`src/rtl/sram_arbiter.sv`:
```
// sram_arbiter
//   Sequences every access to the external 1Mx16 SRAM and shares it between
//   the CPU port (MAR/MDR traffic) and a debug/loader port. Each transaction
//   walks IDLE -> SETUP -> ACCESS (WAIT_STATES cycles) -> DONE. When both
//   ports request at the same time, the port that was not served last wins.
//
// Parameters
//   WAIT_STATES  number of ACCESS cycles per transaction (1..15)
//   ADDR_HI      constant upper 4 bits of the 20-bit SRAM address
//
// Ports
//   Clk, Reset                     clock (rising edge), async active-low reset
//   CPU_Req/WE/Addr/WData          CPU request; held until CPU_Ready
//   CPU_Ready, CPU_RData           one-cycle completion pulse, read-data reg
//   DBG_*                          same set for the debug/loader port
//   ADDR, Data_to_SRAM             latched address / write data to the SRAM
//   Data_from_SRAM                 SRAM read data
//   Mem_CE/UB/LB/OE/WE             active-low SRAM controls
//   Busy                           high whenever the FSM is not in IDLE
//   Grant                          owner of current/last transaction (0 CPU, 1 DBG)
module sram_arbiter #(
  parameter int unsigned WAIT_STATES = 2,
  parameter logic [3:0]  ADDR_HI     = 4'h0
) (
  input  logic        Clk,
  input  logic        Reset,
  input  logic        CPU_Req,
  input  logic        CPU_WE,
  input  logic [15:0] CPU_Addr,
  input  logic [15:0] CPU_WData,
  output logic        CPU_Ready,
  output logic [15:0] CPU_RData,
  input  logic        DBG_Req,
  input  logic        DBG_WE,
  input  logic [15:0] DBG_Addr,
  input  logic [15:0] DBG_WData,
  output logic        DBG_Ready,
  output logic [15:0] DBG_RData,
  output logic [19:0] ADDR,
  output logic [15:0] Data_to_SRAM,
  input  logic [15:0] Data_from_SRAM,
  output logic        Mem_CE,
  output logic        Mem_UB,
  output logic        Mem_LB,
  output logic        Mem_OE,
  output logic        Mem_WE,
  output logic        Busy,
  output logic        Grant
);

  typedef enum logic [1:0] {IDLE, SETUP, ACCESS, DONE} state_t;

  localparam logic [3:0] CNT_LOAD = 4'(WAIT_STATES - 1);

  state_t      state;
  state_t      state_next;
  logic [3:0]  cnt;
  logic        last_grant;
  logic        txn_we;
  logic [15:0] txn_addr;
  logic [15:0] txn_wdata;
  logic        take;
  logic        pick;
  logic        rd_capture;

  // State register
  always_ff @(posedge Clk or negedge Reset) begin
    if (!Reset) begin
      state <= IDLE;
    end else begin
      state <= state_next;
    end
  end

  // Next state, arbitration and control decode. Every output here depends
  // only on registered state, so no Req input ever reaches a pin directly.
  always_comb begin
    state_next = state;
    take       = 1'b0;
    pick       = 1'b0;
    Mem_CE     = 1'b1;
    Mem_UB     = 1'b1;
    Mem_LB     = 1'b1;
    Mem_OE     = 1'b1;
    Mem_WE     = 1'b1;
    CPU_Ready  = 1'b0;
    DBG_Ready  = 1'b0;
    Busy       = (state != IDLE);
    case (state)
      IDLE: begin
        if (CPU_Req || DBG_Req) begin
          take       = 1'b1;
          state_next = SETUP;
          // Tie goes to whoever was not served last; otherwise the lone requester.
          pick       = (CPU_Req && DBG_Req) ? ~last_grant : DBG_Req;
        end
      end
      SETUP: begin
        Mem_CE     = 1'b0;
        Mem_UB     = 1'b0;
        Mem_LB     = 1'b0;
        Mem_OE     = txn_we;
        state_next = ACCESS;
      end
      ACCESS: begin
        Mem_CE = 1'b0;
        Mem_UB = 1'b0;
        Mem_LB = 1'b0;
        Mem_OE = txn_we;
        Mem_WE = ~txn_we;
        if (cnt == 4'd0) begin
          state_next = DONE;
        end
      end
      DONE: begin
        CPU_Ready  = ~Grant;
        DBG_Ready  = Grant;
        state_next = IDLE;
      end
      default: begin
        state_next = IDLE;
      end
    endcase
  end

  assign rd_capture = (state == ACCESS) && (cnt == 4'd0) && !txn_we;

  // Transaction register, wait counter and grant bookkeeping. last_grant
  // starts at DBG so the CPU wins the very first tie.
  always_ff @(posedge Clk or negedge Reset) begin
    if (!Reset) begin
      Grant      <= 1'b0;
      last_grant <= 1'b1;
      txn_we     <= 1'b0;
      txn_addr   <= 16'h0000;
      txn_wdata  <= 16'h0000;
      cnt        <= 4'd0;
    end else begin
      if (take) begin
        Grant      <= pick;
        last_grant <= pick;
        txn_we     <= pick ? DBG_WE    : CPU_WE;
        txn_addr   <= pick ? DBG_Addr  : CPU_Addr;
        txn_wdata  <= pick ? DBG_WData : CPU_WData;
      end
      if (state == SETUP) begin
        cnt <= CNT_LOAD;
      end else if (state == ACCESS && cnt != 4'd0) begin
        cnt <= cnt - 4'd1;
      end
    end
  end

  // Read data lands on the edge that leaves ACCESS, into the owner's register only.
  always_ff @(posedge Clk or negedge Reset) begin
    if (!Reset) begin
      CPU_RData <= 16'h0000;
      DBG_RData <= 16'h0000;
    end else if (rd_capture) begin
      if (Grant) begin
        DBG_RData <= Data_from_SRAM;
      end else begin
        CPU_RData <= Data_from_SRAM;
      end
    end
  end

  assign ADDR         = {ADDR_HI, txn_addr};
  assign Data_to_SRAM = txn_wdata;

endmodule

```
`config.mk`:
```
export PLATFORM = sky130hd
export DESIGN_NAME = sram_arbiter
export DESIGN_NICKNAME = d
export VERILOG_FILES = /design/src/rtl/sram_arbiter.sv
export SDC_FILE = /design/constraint.sdc
export NUM_CORES = 1
export LEC_CHECK = 0
export CAP_MARGIN = 20
export CORE_MARGIN = 2
export CORE_UTILIZATION = 42
export DETAILED_ROUTE_END_ITERATION = 8
export PLACE_DENSITY_LB_ADDON = 0.2
export SLEW_MARGIN = 20
export SYNTH_ARGS = -nofsm -noshare
export SYNTH_HDL_FRONTEND = slang
export SYNTH_SLANG_ARGS = --single-unit
export TNS_END_PERCENT = 5
```
`constraint.sdc`:
```
create_clock -name Clk -period 2.1 [get_ports Clk]
set_clock_uncertainty 0.05 [all_clocks]
set_input_delay 0.42 -clock Clk [delete_from_list [all_inputs] [get_ports Clk]]
set_output_delay 0.42 -clock Clk [all_outputs]
set_load 0.05 [all_outputs]
```
==> Word-level counts from Yosys, hierarchy flattened <==
Cells that the tools add are included.
{ "word_totals": {"ff_bits": 73, "out_inout_bits": 77, "wordCells": 51} }
{ "op_classes": {"n_addsub": 1, "n_mux": 18, "eq_ne": 5, "bitwise": 3, "n_reduce_logical": 15} }
{ "op_table": {"columns": ["operator", "n"], "rows": [
  ["$mux 16", 2],
  ["$mux 1", 11],
  ["$mux 4", 2],
  ["$pmux 2 s4", 1],
  ["$reduce_and 2->1", 3],
  ["$eq 2x2->1 const B", 2],
  ["$logic_and 1x1->1", 4],
  ["$logic_not 4->1", 1],
  ["$mux 2", 2],
  ["$ne 2x2->1 const B", 2],
  ["$reduce_bool 2->1", 2],
  ["$reduce_bool 4->1", 1],
  ["$sub 4x1->4 const B", 1],
  ["$not 1->1", 3],
  ["$eq 2x1->1 const B", 1],
  ["$logic_not 2->1", 1],
  ["$reduce_or 2->1", 1],
  ["$logic_not 1->1", 1],
  ["$logic_or 1x1->1", 1]
]} }

==> Depth between registers and ports, before layout <==
{ "logic_depth": {"word_depth": 5, "depth_mapped": 7} }

==> Worst setup path before layout <==
Ideal clock, no wire load.
{ "synth_path": {"kind": "register to output", "startpoint": "reg Grant", "endpoint": "out CPU_Ready", "t_required_ns": 1.630, "path_slack_ns": 0.250, "path_buffers": 0, "t_arrival_ns": 1.380, "stages_incl_launch_ff": 2, "path_cell_list": "dfrtp_1 -> nor2b_1"} }
{ "synth_between": {"elab_chain_len": 2} }
{ "synth_rtl": {"columns": ["element", "line_no", "source"], "rows": [
  ["start, declared", "48", "output logic Grant"],
  ["start signal, assigned", "140", "Grant <= pick;"],
  ["$not 1->1 (no line)", null, null],
  ["$mux 1", "89", "case (state)"],
  ["end, declared", "31", "output logic CPU_Ready,"]
]} }
No other way between the ends.

==> Final worst setup path <==
{ "layout_path": {"startpoint": "reg txn_addr[14]", "endpoint": "out ADDR[14]"} }
{ "layout_rtl": {"columns": ["element", "line_no", "source"], "rows": [
  ["start, declared", "60", "logic [15:0] txn_addr;"],
  ["start signal, assigned", "143", "txn_addr <= pick ? DBG_Addr : CPU_Addr;"],
  ["end, declared", "39", "output logic [19:0] ADDR,"]
]} }
No word-level cell between the ends.

==> run summary <==
outcome: completed
Area Overhead vs Synth: 55.1%
Final Slew Violations: 0
Total Nets Final: 558
die width: 96.1 um
Cell variety after synth: 38
first-pass GRT wire length: 13500 um
core area: 8220 um^2
clock root buffer: clkbuf_8
CTS tree: built
non-filler cells, final: 576
critical path launch point type: flop
Final Hold Violating Endpoints: 0
Synth Warn #: 0
row count: 33
Avg Cell Area, Syn: 11.4 um^2
fin area: 5530 um^2
Seq/Total Area, Yosys: 51.3%
Clk Latency, worst-skew pair: 340 ps
via/cell ratio: 5.02
commonest non-fill, non-tap cell in the layout: clkdlybuf4s50_1
slowest stage delay, CP: 830 ps
slew margin rel.: 57.6%
post_cts resized: 1
delay-heaviest family, CP: buffers and inverters
RSZ-0062 raised after global routing: false
Port-buffer cells: 158
Cell Area, Placed: 5330 um^2
area leader, netlist: dfrtp_1
gr usage total: 19.2%
worst-margin pin slew: 636 ps
router iterations before antenna repair: 4
Post-Syn Area: 3570 um^2
Total Die Area: 9240 um^2
# IOs: 163
setup violators final: 0
Tmin final: 2000 ps
Crit Path Class: reg -> out
setup_tns: 0 ps
Yosys reg bits: 73
CP Buf/Inv Count: 1
Initial Util: 43.4%
Final Core Density: 67.3%
Max FO, Critical Path: 2
post-CTS setup buffers: 0
antenna violations before repair: 0
pwr/cell area: 1840 nW/um^2
DR DRC count: 0
static leakage: 2.30 nW
Cells after Synth: 314
Tot Pwr: 10.2 mW
Final period util: 95.5%
CP endpoint kind: output pin
ANT nets after route: 0
global route overflow: 0
# H-tree levels: 3
layout cells sized above 1: 21.0%
max_cap viols: 0
GPL Wtd Cong: 0.788
Vias: 2889
Post-CTS Hold Buffers: 0
Synth top area share: 50.5%
crit path cell chain: clkdlybuf4s50_1
Setup WS post-layout: 95.1 ps
peak supply drop: 1210 uV
CP max stage cell: clkdlybuf4s50_1
FILL cells: 644
routed len/inst: 15.3 um
final wirelength: 8840 um
largest net degree at the start of global routing: 60
Post-Place Setup Slack: 33.6 ps
vias in the first global route: 2815
Reg clk slew, reported paths: 80 ps
commonest cells after routing, fill and taps aside: 148 x clkdlybuf4s50_1, 72 x dfrtp_1, 37 x nor2_1, 33 x o21ai_0, 33 x a31oi_1
Worst Path Required: 1630 ps
clk sinks: 73
WP data arrival: 1530 ps
clk buf depth: 2
Hold Path Class: in -> async
hold_ws: 35.9 ps
dpl hpwl: 6540 um
Num CTS Buffers: 9
Die Ht: 96.1 um
largest cells by area after synthesis: dfrtp_1 51%, mux2_4 8.4%, a31oi_1 5.8%
First DRT Iteration DRCs: 61
Antenna Cells: 0
Placed Cells: 560
Peak Freq: 499 MHz
-- cell families after synthesis --
logic type	synth area share, %
buffers and inverters	5.61
DFF	51.3
AOI/OAI and AO/OA	12.4
adders and majority gates	2.11
muxes	12.8
other	0.105
and+or+nand+nor	15.8
-- sequential cells by signal, indices dropped and copies added (netlist names) --
| name | cells |
|---|---|
| CPU_RData | 16 |
| DBG_RData | 16 |
| Data_to_SRAM | 16 |
| txn_addr | 16 |
| cnt | 4 |
| state | 2 |
| Grant | 1 |
| last_grant | 1 |
| txn_we | 1 |
-- where the power goes --
part	switching, mW	internal [mW]	total (mW)
combinational	3.99	2.53	6.52
sequential	0.425	2.12	2.54
clock	0.530	0.583	1.11
-- cells in the mapped netlist, drive strengths merged --
cell	count
dfrtp	72
nor2	37
or3b	34
a31oi	33
o21ai	33
mux2	32
clkbuf	16
buf	14
inv	8
ha	6
nand2	4
a21oi	2
and2	2
mux2i	2
nand3	2
o22ai	2
a211oi	1
a22oi	1
a31o	1
and2b	1
and3	1
conb	1
dfstp	1
nand2b	1
nor2b	1
nor3b	1
nor4b	1
o21a	1
o21bai	1
o22a	1
or3	1
-- layer usage --
metal / vias up / GRT usage [%] / share of wire (%)
met5: - / 0 / 0
met4: 0 / 6.79 / 1.2
met3: 11 / 6.66 / 9.5
met2: 123 / 32.0 / 48
met1: 1345 / 23.0 / 41
li1: 1410 / - / -
-- area by class of cell --
type	instances	area [um^2]	share of cell area (%)
Clock buffer	10	138	2.49
Clock inverter	6	67.6	1.22
Inverter	8	30.0	0.543
Multi-Input combinational cell	206	1550	28.1
Sequential cell	73	1830	33.1
Tap cell	105	131	2.38
Timing Repair Buffer	168	1780	32.2
-- path summary, 6_finish.rpt --
kind,start,end,slack [ps],cells after the start
min in group Clk,last_grant$_DFFE_PN1P_,last_grant$_DFFE_PN1P_,450,2
worst max register to register,state[0]$_DFFE_PN0P_,DBG_RData[6]$_DFFE_PN0P_,240,5
worst max-delay path,txn_addr[14]$_DFFE_PN0P_,ADDR[14],100,1
max in group asynchronous,Reset,Data_to_SRAM[0]$_DFFE_PN0P_,1400,2
worst min register to register,last_grant$_DFFE_PN1P_,last_grant$_DFFE_PN1P_,450,2
worst min-delay path,Reset,CPU_RData[4]$_DFFE_PN0P_,40,1
Power figures use the tool's default switching activity.
